File: config.mk
export PLATFORM = sky130hd
export DESIGN_NAME = push_ring_cnt
export DESIGN_NICKNAME = d
export VERILOG_FILES = /design/src/rtl/push_cnt_pkg.sv /design/src/rtl/push_sync_edge.sv /design/src/rtl/push_ring_cnt.sv
export SDC_FILE = /design/constraint.sdc
export NUM_CORES = 1
export LEC_CHECK = 0
export ABC_AREA = 1
export BUFFER_PORTS_ARGS = -buffer_cell sky130_fd_sc_hd__buf_2
export CAP_MARGIN = 20
export CORE_ASPECT_RATIO = 1.4
export CORE_MARGIN = 5
export CORE_UTILIZATION = 31
export CTS_CLUSTER_SIZE = 24
export DETAILED_ROUTE_END_ITERATION = 7
export PLACE_DENSITY_LB_ADDON = 0.3
export SLEW_MARGIN = 20
export SYNTH_ARGS = -nofsm -noshare
export SYNTH_HDL_FRONTEND = slang
export SYNTH_SLANG_ARGS = --single-unit
export TNS_END_PERCENT = 1
File: constraint.sdc
create_clock -name clock -period 1.69 [get_ports clock]
set_input_delay 0.169 -clock clock [delete_from_list [all_inputs] [get_ports clock]]
set_output_delay 0.169 -clock clock [all_outputs]
set_load 0.02 [all_outputs]
File: src/rtl/push_cnt_pkg.sv
// Shared constants and helpers for the push-driven one-hot ring counter.
package push_cnt_pkg;

  localparam logic DIR_UP   = 1'b0;
  localparam logic DIR_DOWN = 1'b1;

  localparam int unsigned DEF_WIDTH     = 8;
  localparam int unsigned DEF_IN_W      = 8;
  localparam int unsigned DEF_DB_CYCLES = 4;

  // True when exactly one bit of the (zero-extended) vector is set.
  function automatic bit onehot_ok(input logic [63:0] vec);
    return (vec != 64'd0) && ((vec & (vec - 64'd1)) == 64'd0);
  endfunction

  // Binary position of the set bit; only meaningful for a one-hot input.
  function automatic logic [5:0] onehot_to_idx(input logic [63:0] vec);
    logic [5:0] res;
    res = '0;
    for (int i = 0; i < 64; i++) begin
      if (vec[i]) res = res | 6'(i);
    end
    return res;
  endfunction

endpackage

File: src/rtl/push_sync_edge.sv
// Push input front end: 2-flop synchroniser per line, OR-reduction, optional
// debounce filter (PUSH_DEBOUNCE_EN) and rising-edge detect to a 1-cycle pulse.
module push_sync_edge
  import push_cnt_pkg::*;
#(
  parameter int unsigned IN_W      = DEF_IN_W,
  parameter int unsigned DB_CYCLES = DEF_DB_CYCLES
) (
  input  logic            clock,
  input  logic            reset,
  input  logic [IN_W-1:0] inpp,
  output logic            push
);

  if (DB_CYCLES < 1 || DB_CYCLES > 255) begin : g_bad_db_cycles
    $error("push_sync_edge: DB_CYCLES must be in 1..255");
  end

  logic [IN_W-1:0] sync1_q, sync2_q;
  logic            any;
  logic            level;
  logic            level_q;

  // Two-stage synchroniser for the asynchronous button lines.
  always_ff @(posedge clock) begin
    if (reset) begin
      sync1_q <= '0;
      sync2_q <= '0;
    end else begin
      sync1_q <= inpp;
      sync2_q <= sync1_q;
    end
  end

  assign any = |sync2_q;

`ifdef PUSH_DEBOUNCE_EN
  logic       filt_q;
  logic [7:0] cnt_q;

  // Filtered level follows the raw level only after DB_CYCLES consecutive disagreeing cycles.
  always_ff @(posedge clock) begin
    if (reset) begin
      filt_q <= 1'b0;
      cnt_q  <= '0;
    end else if (any != filt_q) begin
      if (cnt_q == 8'(DB_CYCLES - 1)) begin
        filt_q <= any;
        cnt_q  <= '0;
      end else begin
        cnt_q <= cnt_q + 8'd1;
      end
    end else begin
      cnt_q <= '0;
    end
  end

  assign level = filt_q;
`else
  assign level = any;
`endif

  // Delayed copy of the level for rising-edge detection.
  always_ff @(posedge clock) begin
    if (reset) level_q <= 1'b0;
    else       level_q <= level;
  end

  assign push = level & ~level_q;

endmodule

File: src/rtl/push_ring_cnt.sv
// One-hot ring counter stepped by push events, with direction select, binary
// index, wrap pulse and sticky illegal-state detection with recovery.
// Optional debounce in the input path is enabled by defining PUSH_DEBOUNCE_EN.
module push_ring_cnt
  import push_cnt_pkg::*;
#(
  parameter int unsigned WIDTH     = DEF_WIDTH,
  parameter int unsigned IN_W      = DEF_IN_W,
  parameter int unsigned DB_CYCLES = DEF_DB_CYCLES,
  localparam int unsigned IDX_W    = $clog2(WIDTH)
) (
  input  logic             clock,
  input  logic             reset,
  input  logic             register,
  input  logic             dir,
  input  logic [IN_W-1:0]  inpp,
  output logic [WIDTH-1:0] out,
  output logic [IDX_W-1:0] idx,
  output logic             wrap,
  output logic             err
);

  if (WIDTH < 2 || WIDTH > 64) begin : g_bad_width
    $error("push_ring_cnt: WIDTH must be in 2..64");
  end

  logic             push;
  logic [WIDTH-1:0] out_q, out_step;
  logic [IDX_W-1:0] idx_q, idx_step;
  logic             wrap_q, wrap_step;
  logic             err_q;
  logic             legal;

  push_sync_edge #(
    .IN_W      (IN_W),
    .DB_CYCLES (DB_CYCLES)
  ) u_push_sync_edge (
    .clock (clock),
    .reset (reset),
    .inpp  (inpp),
    .push  (push)
  );

  assign legal = onehot_ok(64'(out_q));

  // Candidate next position, its index and whether the step crosses the ring seam.
  always_comb begin
    if (dir == DIR_UP) begin
      out_step  = {out_q[WIDTH-2:0], out_q[WIDTH-1]};
      wrap_step = out_q[WIDTH-1];
    end else begin
      out_step  = {out_q[0], out_q[WIDTH-1:1]};
      wrap_step = out_q[0];
    end
    idx_step = IDX_W'(onehot_to_idx(64'(out_step)));
  end

  // Ring state: reset, then recovery (swallows any coincident push), then stepping.
  always_ff @(posedge clock) begin
    if (reset) begin
      out_q  <= WIDTH'(1);
      idx_q  <= '0;
      wrap_q <= 1'b0;
      err_q  <= 1'b0;
    end else if (!legal) begin
      out_q  <= WIDTH'(1);
      idx_q  <= '0;
      wrap_q <= 1'b0;
      err_q  <= 1'b1;
    end else if (push && register) begin
      out_q  <= out_step;
      idx_q  <= idx_step;
      wrap_q <= wrap_step;
    end else begin
      wrap_q <= 1'b0;
    end
  end

  assign out  = out_q;
  assign idx  = idx_q;
  assign wrap = wrap_q;
  assign err  = err_q;

endmodule

After elaboration in Yosys (flattened, before gate mapping)

Index checks and enable logic that the tools add are counted.
W data, S select, Z words.

Register bits: 30
Input port bits: 12
Word-level logic and storage cells: 29

Add/subtract/negate cells: 1
Muxes and demuxes: 9
Bitwise logic cells: 5
Reduce and logical (&&, ||, !) cells: 7

Operators by type and width:

| kind                  | number |
|---|---|
| $and A8 B64 Y64       | 1 |
| $logic_not A64 Y1     | 1 |
| $mux W3               | 4 |
| $sub A8 B1 Y9 const B | 1 |
| $mux W8               | 1 |
| $reduce_bool A8 Y1    | 1 |
| $reduce_or A8 Y1      | 1 |
| $mux W2               | 2 |
| $not A1 Y1            | 3 |
| $reduce_or A3 Y1      | 1 |
| $logic_and A1 B1 Y1   | 2 |
| $mux W1               | 2 |
| $reduce_or A2 Y1      | 1 |
| $and A1 B1 Y1         | 1 |

Depth between registers and ports, before layout

Depth in word-level cells: 8
Mapped depth: 10

Hierarchy

A second synthesis with hierarchy kept.

Cell total of the unflattened synthesis: 169
Area, all modules: 1243.7 um^2

Modules (own cells, without submodules):

| module         | instances | cells an instance | area each (um^2) |
|---|---|---|---|
| push_ring_cnt  | 1         | 109               | 723.2 |
| push_sync_edge | 1         | 60                | 520.5 |

Worst setup path after synthesis

OpenSTA, ideal clock, no wires.

Path kind: flip-flop to flip-flop
Start: register out_q[2], in the netlist out[2]
End: register idx_q[1], in the netlist idx[1]
Library setup time: 0.111 ns
Arrival time: 1.153 ns
Data required time: 1.579 ns
Slack: 0.426 ns
Cell stages (with the launch flop): 9
Path buffers: 1
Cell sequence: dfxtp_1 > inv_1 > nand2_1 > nor2_1 > nor2_1 > nor2_4 > nand3_2 > buf_6 > nor2_2

Cells in the longest elaborated chain, start to end: 6
Elaborated cells between the ends (all ways): 13

Ends and longest elaborated chain:

| element                                               | RTL line                                | text |
|---|---|---|
| from (decl)                                           | push_ring_cnt.sv:28                     | `logic [WIDTH-1:0] out_q, out_step;` |
| from (signal assigned)                                | push_ring_cnt.sv:71                     | `out_q <= out_step;` |
| $sub A8 B1 Y9 or $mux W8 (tied branches)              | push_cnt_pkg.sv:13, push_ring_cnt.sv:48 |  |
| $and A8 B64 Y64 or $mux W2 (tied branches)            | push_cnt_pkg.sv:13, push_cnt_pkg.sv:21  |  |
| $logic_not A64 Y1 or $mux W3 (tied branches)          | push_cnt_pkg.sv:13, push_cnt_pkg.sv:21  |  |
| $logic_and A1 B1 Y1 or $mux W3 (tied branches)        | push_cnt_pkg.sv:13, push_cnt_pkg.sv:21  |  |
| $not A1 Y1 (no line) or $mux W3 (tied branches)       | --                                      |  |
| $reduce_or A2 Y1 (no line) or $mux W3 (tied branches) | --                                      |  |
| to (signal assigned)                                  | push_ring_cnt.sv:72                     | `idx_q <= idx_step;` |
| to (decl)                                             | push_ring_cnt.sv:29                     | `logic [IDX_W-1:0] idx_q, idx_step;` |

Parallel ways exist; a longest one is shown, timed or not.
A chain may end at the register's enable or synchronous reset.

Final worst setup path

Start: register out_q[1], in the netlist out[1]
End: register wrap_q, in the netlist wrap

Cells in the longest elaborated chain, start to end: 6
Elaborated cells between the ends (all ways): 7

Ends and longest elaborated chain:

| element                        | RTL line            | text |
|---|---|---|
| $sub A8 B1 Y9                  | push_cnt_pkg.sv:13  | `return (vec != 64'd0) && ((vec & (vec - 64'd1)) == 64'd0);` |
| $and A8 B64 Y64                | push_cnt_pkg.sv:13  |  |
| $logic_not A64 Y1              | push_cnt_pkg.sv:13  |  |
| $logic_and A1 B1 Y1 (*)        | push_cnt_pkg.sv:13  |  |
| $not A1 Y1 (no line) (*)       | --                  |  |
| $reduce_or A3 Y1 (no line) (*) | --                  |  |
| to (signal assigned)           | push_ring_cnt.sv:73 | `wrap_q <= wrap_step;` |
| to (decl)                      | push_ring_cnt.sv:30 | `logic wrap_q, wrap_step;` |

Mark *: on every way between the ends. The rest lies on a longest branch, timed or not.

==> flow_summary.ini <==
[status]
status = complete, no violations

[sta]
fmax_mhz = 737
slew_at_the_pin_closest_to_its_max_slew_limit_ns = 0.297
max_slew_margin_pct = 80.0
fin_ws_ns = 0.333
period_needed_ns = 1.36
worst_clock_skew_ns = 0.00855
drv_slew = 0
rsz0062_at_grt = false
timing.hold.ws_ns = 0.0901
final.period_utilization_pct = 80.3
finalHoldViolations = 0
tns_ns = 0
finalSetupViolations = 0

[floorplanning]
dieWidth_um = 64.4
die_y_um = 86.1
placeable_core_area_um2 = 3990
io_pins = 25
placementRows = 27
die_area_um2 = 5540
starting_density_of_the_core_pct = 32.2

[worst_setup_path]
setup.worst_path.end_class = flip-flop
timing.critical_path.from_type = flip-flop
arrival_ns = 1.56
worst-path-max-fanout = 11
cp.required_ns = 1.90
critical_path_class = flip-flop to flip-flop

[power_and_ir_drop]
powerDensity_nw_per_um2 = 1100
p_leak_nw = 0.826
vdd_drop_max_mv = 0.468
fin_total_pwr_mw = 1.68

[drt]
antenna_violating_nets_post_route = 0
detail_route.wl_per_cell_um = 9.44
drt_drc_violations_left = 0
drt_first_pass_iters = 4
avgViaCountPerCell = 4.11
routed-via-count = 1092
first_iter_violations = 61
routed_wirelength_um = 2510

[finish]
insertedDiodeCount = 0
final_cell_mix = sky130_fd_sc_hd__inv_1, sky130_fd_sc_hd__nor2_1, sky130_fd_sc_hd__nand2_1
final.fill_count = 444
layout_commonest_cell = sky130_fd_sc_hd__inv_1
layout-drive-gt1-share_pct = 17.0
utilization_pct = 38.4
design.final.nets = 234
area_growth_pct = 19.3
layout.cells.non_filler = 266
post_route_cell_area_um2 = 1530

[grt]
first_global_vias = 993
largest_net_degree_at_the_start_of_global_routing = 20
grt_usage_pct = 10.1
grt-ovfl-total = 0
grt_first_pass_wirelength_um = 4260
grt_antenna_before_repair = 0

[logic_synthesis]
cell_type_with_the_highest_aggregate_area_in_the_netlist = sky130_fd_sc_hd__dfxtp_1
postSynthCellCount = 195
post_synth_num_cell_types = 13
synth.cell_area_um2 = 1280
yosysWarnings = 0
synth_top_cell_area_share_pct = 46.8
synth_seq_area_share_pct = 46.8
ys_top_cells_by_area = sky130_fd_sc_hd__dfxtp_1, sky130_fd_sc_hd__inv_1, sky130_fd_sc_hd__nand2_1
synthesis.nets = 207
synth_seq_cells = 30
synth.avg_cell_area_um2 = 6.58

[place]
detailedPlace.worstSlack_ns = 0.334
placed_instance_count = 258
detailed_place_hpwl_um = 1870
io_buffers = 24
gpl.final_weighted_congestion = 0.854
placedInstanceArea_um2 = 1440

[hold_path]
min-delay-path-class = input port to flip-flop

[clock_network]
tritoncts = yes
cts.repair.resized = 0
worstSkewPairLatency_ns = 0.28
cts_inserted_buffers = 5
h_tree_lvls = 2
tritoncts_num_sinks = 30
clk_transition_reported_paths_ns = 0.06
cts_hold_buffers = 0
postCtsSetupRepairBufs = 0
cts_max_path_buffers = 2
cts.root.buffer_cell = sky130_fd_sc_hd__clkbuf_8

[job]
drv.max_cap_violation_count = 0
cells by family (layout without fill, tap and decap cells):
group	count (synthesis)	in the layout	synth area share, %
compound gates	18	18	7.02
buf+inv	52	80	16.0
flops	30	30	46.8
simple gates	95	95	30.1
synth_stat cells:
| cell | n |
|---|---|
| sky130_fd_sc_hd__inv_1 | 46 |
| sky130_fd_sc_hd__nand2_1 | 42 |
| sky130_fd_sc_hd__nor2_1 | 42 |
| sky130_fd_sc_hd__dfxtp_1 | 30 |
| sky130_fd_sc_hd__o21ai_0 | 18 |
| sky130_fd_sc_hd__nand3_1 | 5 |
| sky130_fd_sc_hd__clkbuf_1 | 3 |
| sky130_fd_sc_hd__nor2_2 | 3 |
| sky130_fd_sc_hd__buf_2 | 2 |
| sky130_fd_sc_hd__buf_6 | 1 |
| sky130_fd_sc_hd__nand3_2 | 1 |
| sky130_fd_sc_hd__nand4_1 | 1 |
| sky130_fd_sc_hd__nor2_4 | 1 |
report_power, final:
group	switching, mW	internal, mW
logic	0.204	0.109
registers	0.0286	0.757
clock network	0.254	0.328
total	0.486	1.19
metal layers:
metal / track usage, % / up-vias / part of all wire [%]
li1: - / 614 / -
met1: 9.78 / 441 / 41
met2: 17.8 / 29 / 50
met3: 3.28 / 8 / 6.4
met4: 6.92 / 0 / 2.9
met5: 0 / - / 0
state kept, by name, indices dropped and copies added, names as in the netlist:
register	count
out	8
u_push_sync_edge.sync1_q	8
u_push_sync_edge.sync2_q	8
idx	3
err	1
u_push_sync_edge.level_q	1
wrap	1
path summary, 6_finish.rpt:
path / slack, ns / from / end / depth (start not counted)
max: 0.33 / out[1] / wrap / 7
max reg2reg: 0.33 / out[1] / wrap / 7
min: 0.09 / inpp[2] / u_push_sync_edge.sync1_q[2] / 3
min reg2reg: 0.40 / u_push_sync_edge.sync1_q[5] / u_push_sync_edge.sync2_q[5] / 2
area by class of cell:
class,count,area [um^2],area share (%)
clock inverters,1,5.00,0.327
well taps,43,53.8,3.52
flip-flops and latches,30,601,39.2
multi-input cells,113,477,31.2
clock buffers,7,86.3,5.64
inverters,46,173,11.3
repair buffers,26,135,8.83
critical path, cell delays in order, from the launching register on:
cell                      delay (ns)
sky130_fd_sc_hd__dfxtp_1        0.38
sky130_fd_sc_hd__nor2_2         0.15
sky130_fd_sc_hd__nand2_1        0.08
sky130_fd_sc_hd__nor2_1         0.10
sky130_fd_sc_hd__nor2_1         0.07
sky130_fd_sc_hd__nor2_4         0.13
sky130_fd_sc_hd__nand3_2        0.22
sky130_fd_sc_hd__nor2_1         0.16
Note: power is estimated with default switching activity, not from simulation.
